--- config.mk ---
export PLATFORM = sky130hd
export DESIGN_NAME = pc_branch_ctrl
export DESIGN_NICKNAME = d
export VERILOG_FILES = /design/src/rtl/pc_branch_ctrl.sv
export SDC_FILE = /design/constraint.sdc
export NUM_CORES = 1
export LEC_CHECK = 0
export ABC_AREA = 1
export BUFFER_PORTS_ARGS = -buffer_cell sky130_fd_sc_hd__buf_2
export CAP_MARGIN = 20
export CORE_MARGIN = 5
export CORE_UTILIZATION = 40
export CTS_BUF_LIST = sky130_fd_sc_hd__clkbuf_8 sky130_fd_sc_hd__clkbuf_16
export DETAILED_ROUTE_END_ITERATION = 6
export SYNTH_ARGS = -nofsm -noshare
export SYNTH_HDL_FRONTEND = slang
export SYNTH_SLANG_ARGS = --single-unit
--- constraint.sdc ---
create_clock -name clock -period 4.1 [get_ports clock]
set_input_delay 0.205 -clock clock [delete_from_list [all_inputs] [get_ports clock]]
set_output_delay 0.205 -clock clock [all_outputs]
set_load 0.005 [all_outputs]
--- src/rtl/pc_branch_ctrl.sv ---
// Program counter, Z/N flag memory and write-back branch resolution.
// A taken branch redirects the PC, pulses flush/taken and discards the younger in-flight slots.
//
// Handshake: this block has no valid/ready pair. wb_valid qualifies the WB inputs on each
// rising clock edge and cannot be back-pressured. stall only freezes PC advance; it never
// blocks a redirect.
module pc_branch_ctrl #(
    parameter int                  PC_WIDTH     = 32,
    parameter logic [PC_WIDTH-1:0] RESET_PC     = '0,
    parameter int                  BRANCH_DELAY = 2,
    parameter int                  CNT_WIDTH    = 16
) (
    input  logic                 clock,
    input  logic                 reset_n,
    input  logic                 stall,
    input  logic                 wb_valid,
    input  logic                 wb_branch_zero,
    input  logic                 wb_branch_neg,
    input  logic                 wb_jump,
    input  logic [PC_WIDTH-1:0]  wb_target,
    input  logic                 wb_flag_wr,
    input  logic                 wb_z,
    input  logic                 wb_n,
    output logic [PC_WIDTH-1:0]  pc,
    output logic                 fetch_valid,
    output logic                 flush,
    output logic                 taken,
    output logic                 z_flag,
    output logic                 n_flag,
    output logic [CNT_WIDTH-1:0] taken_count,
    output logic                 dbgState
);

    typedef enum logic {
        RUN    = 1'b0,
        SQUASH = 1'b1
    } state_t;

    localparam logic [2:0] SQUASH_INIT = 3'(BRANCH_DELAY);

    state_t               state;
    state_t               nextState;
    logic [2:0]           squashCnt;
    logic [2:0]           nextSquashCnt;
    logic                 effValid;
    logic                 cond;
    logic [PC_WIDTH-1:0]  nextPc;
    logic [CNT_WIDTH-1:0] nextCount;

    // Branch conditions use the flags stored by an earlier instruction.
    // The current instruction's wb_z/wb_n are not used here.
    always_comb begin
        effValid = wb_valid && (state == RUN);
        cond     = effValid && (wb_jump
                                || (wb_branch_zero && z_flag)
                                || (wb_branch_neg  && n_flag));
    end

    always_comb begin
        nextState     = state;
        nextSquashCnt = squashCnt;
        case (state)
            RUN: begin
                if (cond) begin
                    nextState     = SQUASH;
                    nextSquashCnt = SQUASH_INIT;
                end
            end
            SQUASH: begin
                // Count only unstalled cycles.
                // Each unstalled cycle retires one younger slot.
                if (!stall) begin
                    if (squashCnt <= 3'd1) begin
                        nextState     = RUN;
                        nextSquashCnt = 3'd0;
                    end else begin
                        nextSquashCnt = squashCnt - 3'd1;
                    end
                end
            end
            default: begin
                nextState     = RUN;
                nextSquashCnt = 3'd0;
            end
        endcase
    end

    always_comb begin
        nextPc = pc + PC_WIDTH'(1);
        if (cond) begin
            nextPc = wb_target;
        end else if (stall) begin
            nextPc = pc;
        end
    end

    always_comb begin
        nextCount = taken_count;
        if (cond && (taken_count != '1)) begin
            nextCount = taken_count + CNT_WIDTH'(1);
        end
    end

    always_ff @(posedge clock or negedge reset_n) begin
        if (!reset_n) begin
            state     <= RUN;
            squashCnt <= 3'd0;
        end else begin
            state     <= nextState;
            squashCnt <= nextSquashCnt;
        end
    end

    always_ff @(posedge clock or negedge reset_n) begin
        if (!reset_n) begin
            pc          <= RESET_PC;
            flush       <= 1'b0;
            taken       <= 1'b0;
            taken_count <= '0;
        end else begin
            pc          <= nextPc;
            flush       <= cond;
            taken       <= cond;
            taken_count <= nextCount;
        end
    end

    // Flags update after cond has already sampled the old values.
    always_ff @(posedge clock or negedge reset_n) begin
        if (!reset_n) begin
            z_flag <= 1'b0;
            n_flag <= 1'b0;
        end else if (effValid && wb_flag_wr) begin
            z_flag <= wb_z;
            n_flag <= wb_n;
        end
    end

    assign fetch_valid = reset_n && !stall;
    assign dbgState    = state;

endmodule

Word level (Yosys, flattened, before mapping)
Cells that the tools add are included.
{ "op_classes": {"n_shift": 0, "order_cmp": 1, "mux": 10, "multipliers": 0, "n_div": 0, "bitwise": 1, "reduce_logical": 11, "addsub": 3, "eq_ne": 4} }
{ "op_table": {"columns": ["op", "count"], "rows": [
  ["two-way mux 32 bit", 2],
  ["adder 32 x 1 -> 32 bit, second input constant", 1],
  ["adder 16 x 1 -> 16 bit, second input constant", 1],
  ["!= test 16 bit, second input constant", 1],
  ["two-way mux 3 bit", 3],
  ["logical AND 1 bit", 7],
  ["one-hot mux 3 bit (2 select lines)", 1],
  ["!= test 2 bit, second input constant", 2],
  ["<= comparator 3 x 1 -> 1 bit, second input constant", 1],
  ["two-way mux 1 bit", 3],
  ["subtractor 3 x 1 -> 3 bit, second input constant", 1],
  ["logical OR 1 bit", 2],
  ["!= test 2 x 1 -> 1 bit, second input constant", 1],
  ["one-hot mux 1 bit (2 select lines)", 1],
  ["AND reduction 2 bit", 1],
  ["zero test 1 bit", 1],
  ["NOT 1 bit", 1]
]} }
{ "totals": {"mem_bits_ro": 0, "wordCells": 37, "ramBits": 0, "memories": 0, "register_bits": 55, "latch_bits": 0, "output_inout_bits": 54, "input_bits": 42} }

Logic depth before layout (Yosys ltp)
{ "depth": {"word_depth": 6, "depth_mapped": 11, "ltp_nobuf": 11} }

Worst setup path before layout
OpenSTA, ideal clock, no wires.
{ "synth_path": {"path_kind": "reg-to-reg", "start": "register taken_count[0]", "end": "register taken_count[13]", "synth_period_minus_slack_ps": 1530, "required_time_ps": 3981, "path_buffers": 1, "stages_incl_launch_ff": 10, "t_arrival_ps": 1411, "path_slack_ps": 2570, "path_cell_list": "dfrtp_1 > ha_1 > nand3_2 > nor3_4 > nand3_2 > nand2_4 > inv_4 > buf_6 > nand2_2 > o21ai_2"} }
{ "synth_via": {"elab_chain_cells": 2, "elab_cells_between_ends": 3} }
{ "synth_rtl": {"columns": ["element", "line", "text"], "rows": [
  ["start: declaration", "30", "output logic [CNT_WIDTH-1:0] taken_count,"],
  ["start signal: assignment", "124", "taken_count <= nextCount;"],
  ["parallel branches: the longest is 2 deep, another holds adder 16 x 1 -> 16 bit", null, null]
]} }
Several ways; the timed one is not identified.
A chain may end at the register's enable or synchronous reset.

Worst setup path in the final report
{ "layout_path": {"start": "register state, in the netlist dbgState", "end": "register pc[5]"} }
{ "layout_via": {"elab_chain_cells": 4, "elab_cells_between_ends": 5} }
{ "layout_rtl": {"columns": ["element", "line", "text"], "rows": [
  ["start: declaration", "41", "state_t state;"],
  ["start signal: assignment", "109", "state <= nextState;"],
  ["NOT 1 bit (*)", null, null],
  ["logical AND 1 bit (*)", "53", "effValid = wb_valid && (state == RUN);"],
  ["logical AND 1 bit (*)", "54", "cond = effValid && (wb_jump"],
  ["!= test 2 x 1 -> 1 bit (no line) or two-way mux 32 bit (tied branches)", null, null],
  ["end signal: assignment", "121", "pc <= nextPc;"],
  ["end: declaration", "24", "output logic [PC_WIDTH-1:0] pc,"]
]} }
Mark *: on every way between the ends. The rest lies on a longest branch, timed or not.

==> impl_results.md <==
- Core box area: slightly above 0.009 sq mm
- CP Capture Type: register
- Starting Density: 41.1%
- Crit Path Category: register to register
- Yosys warnings: 0
- Diode count: 0
- CTS HTree Levels: 2
- Register area: roughly 0.0014 sq mm
- Global-route wire length before repair: 17.9 mm
- Pin count of the biggest net entering global routing: 61
- Post-synth top area share: 36.2%
- Top-Level Pins: 96
- Synth Flop Type: dfrtp_1
- Ys async rst share: 100%
- Synthesized flop and latch total: 55
- Gr ovfl total: 0
- Core Util, Final: about half
- Peak VDD IR: about 220 uV
- Inst Count DP: around 800
- Worst slew margin: 52.6%
- GRT Util Overall: 19.0%
- Largest fanout on the critical path: 28
- WP data arrival: 2.28 ns
- DR DRC count: 0
- Vias per cell: roughly 4.8
- Tcrit/Tclk final: between 50% and 60%
- Hold Crit Class: primary input to register
- Clk buf depth: 2
- Final Power: between 2 and 3 mW
- Clk_skew: about 0.0053 ns
- Clock Pin Slew Worst Setup and Hold Paths: 0.11 ns
- Synthesis-to-finish area growth: 17.7%
- CTS resizes: 0
- Post-synthesis sequential area ratio: between 30 and 40%
- Metal2 WL: 5.13 mm
- Achievable clock frequency: 486 MHz
- Max-slew violations: 0
- DR top layer: met4
- Cell count after synthesis: ~570
- Antenna Nets Post-Route: 0
- Outcome: completed
- Max_cap viols: 0
- Post-synth EDFFs: 0
- CTS tree: yes
- Top cells by area, synth: dfrtp_1 (36%), nand2_1 (19%), inv_1 (6.8%)
- Mean routed wirelength per cell: between 10 and 15 um
- Setup Fix Bufs, Post-CTS: 0
- R2R Setup Slk: 2.04 ns
- FP Rows: 35
- Leak pwr: between 2 and 2.5 nW
- Post-route minimum period: between 2 and 2.5 ns
- # setup viols final: 0
- Unique masters post-synth: 37
- Slew @ Worst Pin: 0.710 ns
- Met1 wire length: between 4 and 5 mm
- Synth Cell Area: 0.00380 sq mm
- Num Clock Sinks: 55
- Vias in the first global route: between 3,000 and 4,000
- Startpoint types: register
- Area leader, netlist: dfrtp_1
- First-pass DRT Iterations: 4
- I/O Buffers: 95
- CTS Buf Count: 5
- CTS root buffer: clkbuf_8
- RSZ-0062 raised after global routing: false
- Layout cells sized above 1: a little over a fifth
- Horiz. Die Dim: 107 um
- Initial DRC Count: 196
- Syn Area/Cell: around 6.6 sq um
- Required time worst endpoint: about 4.3 ns
- DIE HEIGHT: 107 um
- Multi-input gate area: slightly above 0.002 sq mm
- Initial antenna violation count: 0
- Die Area: roughly 0.012 sq mm
- Vias: between 3,000 and 4,000
- Nets: around 700
- Fillers: around 1,000
- Power per cell area: 580 mW/mm^2
- DPL Wire Length: 8.06 mm
- Fin cells: a little under 800
- DR WL met3: roughly 460 um
- Clk_lat worst skew: roughly 0.33 ns
- Final Hold Fails: 0
- Final Wtd Congestion: 0.861
- WL final: 10.7 mm
- Net Count, Synth: 618
- Setup_tns: 0 ns
## through the flow
| stage | hold slack (ns) | cell area, sq um | setup WS [ns] |
|---|---|---|---|
| final | 0.0991 | 4470 | 2.04 |
| after global routing | 0.101 | 4470 | 1.83 |
| after CTS | 0.103 | 4470 | 2.04 |
| after detailed placement | 0.229 | 4370 | 2.04 |
| after global placement | 0.224 | 4370 | 2.11 |
| after floorplan | -0.0906 | 3800 | 2.57 |
## worst paths after layout
kind                                                  start                           to  cells after the start
worst max-delay path                     dbgState$_DFF_PN0_            pc[5]$_DFFE_PN0P_                      6
min in group asynchronous                           reset_n   taken_count[2]$_DFFE_PN0P_                      2
worst min-delay path                           wb_target[0]            pc[0]$_DFFE_PN0P_                      3
max in group asynchronous                           reset_n            pc[9]$_DFFE_PN0P_                      3
worst max register to register           dbgState$_DFF_PN0_            pc[5]$_DFFE_PN0P_                      6
worst min register to register  taken_count[14]$_DFFE_PN0P_  taken_count[14]$_DFFE_PN0P_                      2
## cell usage after synthesis (3+ instances only)
cell,n
nand3b_1,3
o211ai_1,6
clkbuf_1,4
nor2_1,68
o21ai_0,38
buf_2,7
nor2_4,5
dfrtp_1,55
xnor2_1,3
o21ai_2,5
nor2_2,4
nor3_1,11
ha_1,3
xor2_1,10
nand2_1,195
inv_1,69
nand2_2,10
nand3_1,44
a21oi_1,8
## flip-flops by register name (all words and copies together), names as in the netlist
name,count
dbgState,1
n_flag,1
pc,32
squashCnt,3
taken,1
taken_count,16
z_flag,1
## layer usage
metal / GRT usage (%) / up-vias
met5: 0 / -
met2: 31.8 / 85
met1: 26.4 / 1768
met3: 2.82 / 10
li1: - / 1974
met4: 3.52 / 0
## area by class of cell
| type | count | share of cell area [%] |
|---|---|---|
| Clock buffer | 5 | 1.54 |
| Clock inverter | 3 | 0.588 |
| Inverter | 71 | 6.02 |
| Multi-Input combinational cell | 432 | 46.3 |
| Sequential cell | 55 | 30.8 |
| Tap cell | 129 | 3.61 |
| Timing Repair Buffer | 98 | 11.2 |
## worst max-delay path, stage by stage (launching register included)
cell and delay, ns:
dfrtp_1 0.42, nor2_1 0.17, nand2_2 0.08, nand2_2 0.42
inv_1 0.50, nor3_1 0.28, nor2_1 0.07
## logic make-up after synthesis
family | share of synthesized area, %
adder cells (fa/ha/maj) | 0.988
AO/OA/AOI/OAI | 9.22
buffers and inverters | 9.32
flip-flops | 36.2
AND/OR/NAND/NOR | 40.7
multiplexers | 0.593
XOR/XNOR | 3.00
## cells in the final DEF, fill, tap and decap left out, types with 5 or more instances in the layout
cell type,synthesis,layout
nor2_4,5,5
nor2_1,68,68
a21oi_1,8,8
xor2_1,10,10
o21ai_2,5,5
o21ai_0,38,38
nand2_1,195,195
dfrtp_1,55,55
nand2_2,10,10
nand3_1,44,44
clkbuf_8,0,5
inv_1,69,69
buf_2,7,95
o211ai_1,6,6
nor3_1,11,11
## power by group
| group | internal [mW] | switching [mW] |
|---|---|---|
| clock | 0.126 | 0.206 |
| combinational | 0.478 | 0.726 |
| sequential | 0.761 | 0.293 |
| total | 1.37 | 1.23 |
## timing repair
action                                 CTS  global route
hold buffers                             1             0
setup endpoints to repair                0             0
endpoints found under the hold margin   21             0
(Power assumes the default switching activity.)
